## src/rtl/audio_note_sequencer.sv

```systemverilog
// Wishbone-mapped 16-step note sequencer feeding the waveform generator's note/gate inputs.
// The CPU loads pattern, tempo and length, sets RUN, and the block plays the pattern on its own.
module audio_note_sequencer #(
    parameter int unsigned GAP_CYC = 16,
    parameter int unsigned TEMPO_W = 24
) (
    input  logic        i_clk,
    input  logic        i_rst_n,
    input  logic [6:0]  i_wb_adr,
    input  logic [31:0] i_wb_dat,
    input  logic [3:0]  i_wb_sel,
    input  logic        i_wb_we,
    input  logic        i_wb_cyc,
    input  logic        i_wb_stb,
    output logic [31:0] o_wb_rdt,
    output logic        o_wb_ack,
    output logic [4:0]  o_note,
    output logic        o_gate,
    output logic [3:0]  o_step,
    output logic        o_irq
);

    localparam int unsigned PAT_N  = 16;
    localparam int unsigned STEP_W = 4;
    localparam int unsigned NOTE_W = 5;
    localparam logic [TEMPO_W-1:0] GAP_T = TEMPO_W'(GAP_CYC);

    typedef enum logic [1:0] {
        S_IDLE,
        S_NOTE,
        S_GAP
    } state_e;

    state_e              state_q;
    logic [TEMPO_W-1:0]  cnt_q;
    logic [STEP_W-1:0]   step_q;
    logic [NOTE_W-1:0]   note_q;
    logic                gate_q;

    logic                ack_q;
    logic [31:0]         rdt_q, rdt_d;
    logic                run_q, run_d;
    logic                loop_q, loop_d;
    logic                irq_en_q, irq_en_d;
    logic                done_q, done_d;
    logic                irq_q, irq_d;
    logic [TEMPO_W-1:0]  tempo_q, tempo_d;
    logic [STEP_W-1:0]   len_q, len_d;
    logic [7:0]          pat_q [PAT_N];

    logic                wr_c;
    logic                busy_c;
    logic                seq_end_c;
    logic                load_c;
    logic [STEP_W-1:0]   next_step_c;
    logic [7:0]          entry_c;
    logic [TEMPO_W-1:0]  tempo_eff_c;
    logic [TEMPO_W-1:0]  note_cnt_c;
    logic                unused_ok;

    assign unused_ok = ^{i_wb_sel, i_wb_adr[1:0], i_wb_dat};

    assign wr_c   = i_wb_cyc & i_wb_stb & i_wb_we & ~ack_q;
    assign busy_c = (state_q != S_IDLE);

    // Last GAP cycle of the final step of a non-looping run
    assign seq_end_c = (state_q == S_GAP) && (cnt_q == '0) && (step_q == len_q)
                       && !loop_q && run_q;

    assign load_c = run_q && ((state_q == S_IDLE) ||
                    ((state_q == S_GAP) && (cnt_q == '0) && !seq_end_c));

    // Step selection, entry fetch and NOTE-phase length (T=0 -> 1, clamp to >= 1 cycle)
    always_comb begin
        next_step_c = '0;
        if (state_q != S_IDLE && step_q != len_q) begin
            next_step_c = step_q + STEP_W'(1);
        end
        entry_c     = pat_q[next_step_c];
        tempo_eff_c = (tempo_q == '0) ? TEMPO_W'(1) : tempo_q;
        note_cnt_c  = '0;
        if (tempo_eff_c > GAP_T) begin
            note_cnt_c = tempo_eff_c - GAP_T - TEMPO_W'(1);
        end
    end

    // Control/status register next-state; hardware DONE set wins over W1C
    always_comb begin
        run_d    = run_q;
        loop_d   = loop_q;
        irq_en_d = irq_en_q;
        done_d   = done_q;
        tempo_d  = tempo_q;
        len_d    = len_q;
        if (wr_c && !i_wb_adr[6]) begin
            case (i_wb_adr[5:2])
                4'd0: {irq_en_d, loop_d, run_d} = i_wb_dat[2:0];
                4'd1: if (i_wb_dat[1]) done_d = 1'b0;
                4'd2: tempo_d = i_wb_dat[TEMPO_W-1:0];
                4'd3: len_d = i_wb_dat[STEP_W-1:0];
                default: ;
            endcase
        end
        if (seq_end_c) begin
            done_d = 1'b1;
            run_d  = 1'b0;
        end
        irq_d = done_d & irq_en_d;
    end

    always_comb begin
        rdt_d = '0;
        case (i_wb_adr[6:2])
            5'd0:    rdt_d = {29'd0, irq_en_q, loop_q, run_q};
            5'd1:    rdt_d = {24'd0, step_q, 2'd0, done_q, busy_c};
            5'd2:    rdt_d = 32'(tempo_q);
            5'd3:    rdt_d = {28'd0, len_q};
            default: if (i_wb_adr[6]) rdt_d = {24'd0, pat_q[i_wb_adr[5:2]]};
        endcase
    end

    always_ff @(posedge i_clk or negedge i_rst_n) begin
        if (!i_rst_n) begin
            ack_q    <= 1'b0;
            rdt_q    <= '0;
            run_q    <= 1'b0;
            loop_q   <= 1'b0;
            irq_en_q <= 1'b0;
            done_q   <= 1'b0;
            irq_q    <= 1'b0;
            tempo_q  <= '0;
            len_q    <= '0;
            for (int i = 0; i < PAT_N; i++) pat_q[i] <= '0;
        end else begin
            ack_q    <= i_wb_cyc & i_wb_stb & ~ack_q;
            rdt_q    <= rdt_d;
            run_q    <= run_d;
            loop_q   <= loop_d;
            irq_en_q <= irq_en_d;
            done_q   <= done_d;
            irq_q    <= irq_d;
            tempo_q  <= tempo_d;
            len_q    <= len_d;
            if (wr_c && i_wb_adr[6]) pat_q[i_wb_adr[5:2]] <= i_wb_dat[7:0];
        end
    end

    // Sequencer FSM; CPU clearing RUN aborts without touching step or DONE
    always_ff @(posedge i_clk or negedge i_rst_n) begin
        if (!i_rst_n) begin
            state_q <= S_IDLE;
            cnt_q   <= '0;
            step_q  <= '0;
            note_q  <= '0;
            gate_q  <= 1'b0;
        end else if (busy_c && !run_q) begin
            state_q <= S_IDLE;
            gate_q  <= 1'b0;
        end else if (load_c) begin
            state_q <= S_NOTE;
            step_q  <= next_step_c;
            cnt_q   <= note_cnt_c;
            gate_q  <= ~entry_c[7];
            if (!entry_c[7]) note_q <= entry_c[NOTE_W-1:0];
        end else if (busy_c) begin
            if (cnt_q != '0) begin
                cnt_q <= cnt_q - TEMPO_W'(1);
            end else if (state_q == S_NOTE) begin
                state_q <= S_GAP;
                gate_q  <= 1'b0;
                cnt_q   <= GAP_T - TEMPO_W'(1);
            end else begin
                state_q <= S_IDLE;
            end
        end
    end

    assign o_wb_ack = ack_q;
    assign o_wb_rdt = rdt_q;
    assign o_note   = note_q;
    assign o_gate   = gate_q;
    assign o_step   = step_q;
    assign o_irq    = irq_q;

endmodule

```

## config.mk

```make
export PLATFORM = sky130hd
export DESIGN_NAME = audio_note_sequencer
export DESIGN_NICKNAME = d
export VERILOG_FILES = /design/src/rtl/audio_note_sequencer.sv
export SDC_FILE = /design/constraint.sdc
export NUM_CORES = 1
export LEC_CHECK = 0
export ABC_CLOCK_PERIOD_IN_PS = 8000
export BUFFER_PORTS_ARGS = -buffer_cell sky130_fd_sc_hd__buf_2
export CAP_MARGIN = 20
export CORE_MARGIN = 4
export CORE_UTILIZATION = 31
export CTS_BUF_LIST = sky130_fd_sc_hd__clkbuf_4 sky130_fd_sc_hd__clkbuf_8
export CTS_CLUSTER_SIZE = 30
export DETAILED_ROUTE_END_ITERATION = 6
export GPL_TIMING_DRIVEN = 0
export MAX_ROUTING_LAYER = met4
export PLACE_DENSITY_LB_ADDON = 0.2
export SLEW_MARGIN = 20
export SYNTH_ARGS = -nofsm -noshare
export SYNTH_HDL_FRONTEND = slang
export SYNTH_SLANG_ARGS = --single-unit
```

## constraint.sdc

```tcl
create_clock -name i_clk -period 8 [get_ports i_clk]
set_input_delay 0.4 -clock i_clk [delete_from_list [all_inputs] [get_ports i_clk]]
set_output_delay 0.4 -clock i_clk [all_outputs]
set_load 0.02 [all_outputs]
```

==> results of run 1 <==
[final cells by class]
cell class | instances | area share
sequential | 222 | 0.413
inverter | 12 | 0.00335
clock inverter | 4 | 0.00205
tap | 468 | 0.0435
clock buffer | 71 | 0.0647
multi-input combinational | 659 | 0.422
timing repair buffer | 65 | 0.0286
buffer | 68 | 0.0232
antenna | 1 | 0.000186
[worst max-delay path: stages (launching register included)]
cell and delay, ps:
dfrtp_1 480, or4_4 600, or4_4 460, nor4_1 350
a21oi_1 190, ha_1 240, nor3b_1 180, o211ai_1 290
nor4_1 160, nor2b_1 170, xnor2_1 190, o22ai_1 110
a22o_1 180
[final timing paths]
path | to | slack [ps] | cells past startpoint
hold reg to reg | o_wb_ack | 480 | 1
setup / recovery | cnt_q[20] | 4320 | 12
setup reg to reg | cnt_q[20] | 4320 | 12
hold / removal | tempo_q[20] | 60 | 2
max in group asynchronous | pat_q[2] | 6450 | 4
min in group asynchronous | pat_q[97] | 340 | 2
[state kept, by name, summed over array words and instances (netlist names)]
name and flops:
o_wb_rdt 24, done_q 1, state_q 2, o_note 5
len_q 4, o_gate 1, run_q 1, tempo_q 24
o_step 4, cnt_q 24, pat_q 128, o_irq 1
irq_en_q 1, loop_q 1, o_wb_ack 1
[cell usage in the layout (no fill, tap or decap), drive strengths merged, types with 8 or more instances in the layout]
cell,Yosys,layout
a21oi,25,25
a22o,9,9
and3,19,19
buf,26,89
clkbuf,42,114
conb,1,8
dfrtp,222,222
inv,12,14
mux2,173,173
mux2i,28,28
mux4,41,41
nand2,68,68
nand3,17,17
nor2,51,51
nor3,19,19
nor4,15,15
o21ai,48,48
o32ai,8,8
xnor2,20,20
[layer usage]
layer / vias up / part of all wire
met2: 246 / 0.45
met4: 0 / 0.023
met1: 4374 / 0.47
li1: 3789 / -
met3: 57 / 0.063
met5: - / 0
[power groups by stage]
stage | sequential (mW) | combinational [mW] | clock, mW
floorplan | 1.34 | 0.433 | 0
global placement | 1.36 | 0.608 | 0
detailed placement | 1.36 | 0.614 | 0
CTS | 1.35 | 0.617 | 1.22
global route | 1.36 | 0.676 | 1.27
finish | 1.35 | 0.615 | 1.18
[kinds of logic (layout without fill, tap and decap cells)]
family          after synthesis  count (layout)  synth area share
flops                       222             222             0.481
xor+xnor                     26              26            0.0197
fa+ha+maj                     5               5           0.00541
simple gates                229             229            0.0989
compound gates              149             149            0.0915
buf+inv                      80             220            0.0308
mux                         242             242             0.273
other cells                   1               9          0.000324
[through the flow]
stage / utilization / setup WS [ps] / std cells
final: 0.367 / 4320 / 1570
after global routing: 0.367 / 4000 / 1570
after CTS: 0.367 / 4360 / 1569
after detailed placement: 0.342 / 4330 / 1493
after global placement: 0.340 / 2380 / 1491
after floorplan: - / 4840 / 961
==> flow_summary.ini, run 1 <==
[outcome]
status = finished clean

[critical_path]
path_class = flip-flop to flip-flop
path_max_fanout = 6
crit_start = tempo_q[17]
critPathCaptureType = flip-flop
cp-start-kind = flip-flop
reg2reg_from = tempo_q[17]
worstPathArrival_ps = 4140
required_ps = 8460

[clocking]
cts_buffer_depth = 3
cts_tree = done
cts-root-buf = clkbuf_8
cts.clk_slew.worst_paths_ps = 60
ctsHoldBuffers = 1
htree_num_levels = 2
cts.sinks = 222
post-cts-setup-buffers = 0
clk_latency_ps = 570
cts_resized = 0
numCtsBuffers = 42

[power_and_ir_drop]
internal_power_mw = 2.19
power.total_mw = 3.14
combPwrFrac = 0.196
p_clk_frac = 0.375
swShare = 0.304
p_per_area_nw_per_um2 = 234
switching_power_mw = 0.957
peakVddDrop_uv = 97.3
power.leakage_nw = 6.17
seqPwrFrac = 0.429

[timing]
slew_violations = 0
period_share = 0.460
hold_viol = 0
worstMarginPinSlew_ps = 970
setup_viol_count_final = 0
holdWs_ps = 57.8
fin_crit_ps = 3680
fin_skew_ps = 45.3
fin_setup_tns_ps = 0
max_freq_mhz = 272
relSlewSlack = 0.349
rsz0062_at_grt = no

[placement]
place.gp.congestion = 0.902
io_buffer_count = 62
dp.final_hpwl_um = 25400
dpl_cell_area_um2 = 12500

[grt]
grt_pass1_wl_um = 55000
use_met1 = 0.248
antenna_found_initial = 1
grt.overflow.total = 0
grt_usage = 0.180
grt_max_degree = 94
grt_pass1_vias = 8715
top_usage_layer = met2
grtUsageMet2 = 0.269
globalRouteMet3Util = 0.0419

[die]
die_y_um = 201
die_area_um2 = 40400
core_um2 = 36700
io-pin-count = 92
die_x_um = 201
initial_core_util = 0.315
rows = 70

[detailed_routing]
routed_wl_um = 35900
drc_errors = 0
dr.first_iter.drc_count = 597
vias_per_cell = 5.39
ant_nets = 0
wl_per_cell_um = 22.8
dr.pass1.iters = 5
num_vias = 8466

[yosys]
yosysTopAreaCellShare = 0.481
synth_top_area_cell = dfrtp_1
yosysMostFrequentCell = dfrtp_1
synth_edf_count = 0
synthCells = 954
synth_area_um2 = 11600
syn_area_per_cell_um2 = 12.1
synth_area_leaders = dfrtp_1 48%, mux2_2 17%, mux4_2 8.0%, mux2i_1 2.4%, nand2_1 2.2%
ys_warn_count = 0
ys_ff_latch = 222
synth_cell_types = 66
synth_common_cells = 222 x dfrtp_1, 173 x mux2_2, 68 x nand2_1
synthArstFlopShare = 1.00
synth_ff_type = dfrtp_1
ys_seq_area_frac = 0.481

[layout]
multi_input_area_um2 = 5670
register_area_um2 = 5560
design_area_um2 = 13500
nets = 1123
drive_gt1_frac = 0.360
syn2layout_area_growth_pct = 16.4
fill_cells = 3613

[job]
maxCapViolCount = 0

[hold_path]
hp-class = input port to flip-flop
hp-start = i_wb_dat[20]
(Power assumes the default switching activity.)
==> inputs of run 2 (changes only) <==
- ABC_CLOCK_PERIOD_IN_PS: 8000 -> 3400
- clock period: 8 -> 3.4 ns (I/O delays scaled with it)
==> run 2 against run 1 <==
Combinational power up 140%. Sequential share of layout area shrank 0.90 points. Clock power increased by 140%. First-iteration DRC count increased by 2.0%. Fmax is 11% higher. Critical path depth is 1 higher.
==> flow_summary.ini, run 2 (synthesis results as in run 1) <==
[hold_path]
hp-start = i_wb_dat[3]
min_to = pat_q[27]
hp-class = input port to flip-flop
worstHoldPathCells = 2

[placement]
dpl_worst_slack_ps = -271
dpl_cell_area_um2 = 12500
io_buffer_count = 62
dp.final_hpwl_um = 25400
place.gp.congestion = 0.902

[detailed_routing]
num_vias = 8596
ant_nets = 0
dr.first_iter.drc_count = 609
wl_per_cell_um = 22.7
drc_errors = 0
vias_per_cell = 5.39
dr.pass1.iters = 5
routed_wl_um = 36200

[layout]
layout_common_cells = 220 x dfrtp_1, 173 x mux2_2, 68 x nand2_1
syn2layout_area_growth_pct = 19.1
final_common_cell = dfrtp_1
largest_register = pat_q
design_area_um2 = 13800
drive_gt1_frac = 0.364
largest_reg_flops = 128
nets = 1148

[power_and_ir_drop]
swShare = 0.305
peakVddDrop_uv = 227
switching_power_mw = 2.27
power.leakage_nw = 6.29
power.total_mw = 7.44
p_per_area_nw_per_um2 = 541
p_clk_frac = 0.374
internal_power_mw = 5.17
seqPwrFrac = 0.427
combPwrFrac = 0.200

[timing]
period_share = 0.978
setup_viol_count_final = 0
fin_skew_ps = 44.6
worstMarginPinSlew_ps = 984
slew_violations = 0
holdWs_ps = 82.9
relSlewSlack = 0.340
rsz0062_at_grt = yes
hold_viol = 0
fin_crit_ps = 3330
worst_slack_ps = 73.7
fin_setup_tns_ps = 0
max_freq_mhz = 301

[grt]
globalRouteMet3Util = 0.0393
grt_max_degree = 94
use_met1 = 0.250
grt.overflow.total = 0
top_usage_layer = met2
grtUsageMet2 = 0.272
grt_usage = 0.182
antenna_found_initial = 1
grt_pass1_wl_um = 55400
grt_pass1_vias = 8789

[die]
die_x_um = 201
die_area_um2 = 40400
io-pin-count = 92
initial_core_util = 0.315
core_um2 = 36700
die_y_um = 201
rows = 70

[job]
maxCapViolCount = 0

[critical_path]
rrSetupSlack_ps = 70
path_max_fanout = 4
reg2reg_from = tempo_q[19]
slowest_delay_ps = 530
worstPathArrival_ps = 3780
path_cells = or4_4, or4_4, nor4_4, a21oi_2, ha_1, nor3b_1, o211ai_1, buf_4, nor4_4, nor2b_1, xnor2_1, o22ai_1, a22o_1
path_class = flip-flop to flip-flop
required_ps = 3860
cp-start-kind = flip-flop
r2r_end = cnt_q[20]
cpMaxStageDelayCell = or4_4
critPathCaptureType = flip-flop
reg2regPathDepth = 13

[clocking]
clk_latency_ps = 570
cts-root-buf = clkbuf_8
cts_buffer_depth = 3
cts_tree = done
numCtsBuffers = 42
htree_num_levels = 2
cts.clk_slew.worst_paths_ps = 70
cts.sinks = 222

[outcome]
status = finished clean
run 2: metal layers:
metal | share of wire | up-vias
met5 | 0 | -
met4 | 0.024 | 0
met3 | 0.059 | 54
met2 | 0.45 | 257
met1 | 0.46 | 4439
li1 | - | 3846
run 2: through the flow:
stage                     utilization  std cells
after CTS                       0.374       1593
after global routing            0.375       1595
after floorplan                     -        961
after global placement          0.340       1491
after detailed placement        0.342       1493
final                           0.375       1595
run 2: area by class of cell:
| cell class | count | area [um2] |
|---|---|---|
| buffer | 67 | 319 |
| inverter | 12 | 45.0 |
| antenna | 1 | 2.50 |
| clock buffer | 71 | 871 |
| tap | 468 | 586 |
| sequential | 222 | 5560 |
| fill | 3588 | 22900 |
| clock inverter | 4 | 27.5 |
| multi-input combinational | 659 | 5720 |
| timing repair buffer | 91 | 636 |
run 2: how the worst max path moves through the flow:
stage	start	to	slack, ps	depth (start not counted)
final	tempo_q[19]	cnt_q[20]	70	13
after global routing	tempo_q[17]	cnt_q[20]	-70	13
after CTS	tempo_q[17]	cnt_q[20]	-20	12
after detailed placement	tempo_q[16]	cnt_q[20]	-270	12
after global placement	i_rst_n	pat_q[14]	-1990	1
after floorplan	tempo_q[17]	cnt_q[20]	240	12
run 2: repair_timing:
action	in CTS	in global routing
gates resized for setup	8	7
hold endpoints to repair	173	0
endpoints found under the setup margin	7	21
buffers inserted	2	2
hold buffers	23	0
pin swaps	1	4
run 2: power groups by stage:
stage / registers [mW] / logic, mW / clock network [mW]
5_1_grt: 3.21 / 1.63 / 2.98
3_3_place_gp: 3.21 / 1.43 / 0
6_report: 3.18 / 1.49 / 2.78
4_1_cts: 3.17 / 1.49 / 2.88
2_1_floorplan: 3.15 / 1.02 / 0
3_5_place_dp: 3.21 / 1.45 / 0
run 2: critical path: cells and delay by family (launching register included):
kind / cells / cell delay [ps]
and+or+nand+nor: 6 / 1600
AOI/OAI and AO/OA: 4 / 600
DFF: 1 / 440
adders and majority gates: 1 / 210
xor gates and xnor gates: 1 / 200
buffers and inverters: 1 / 160
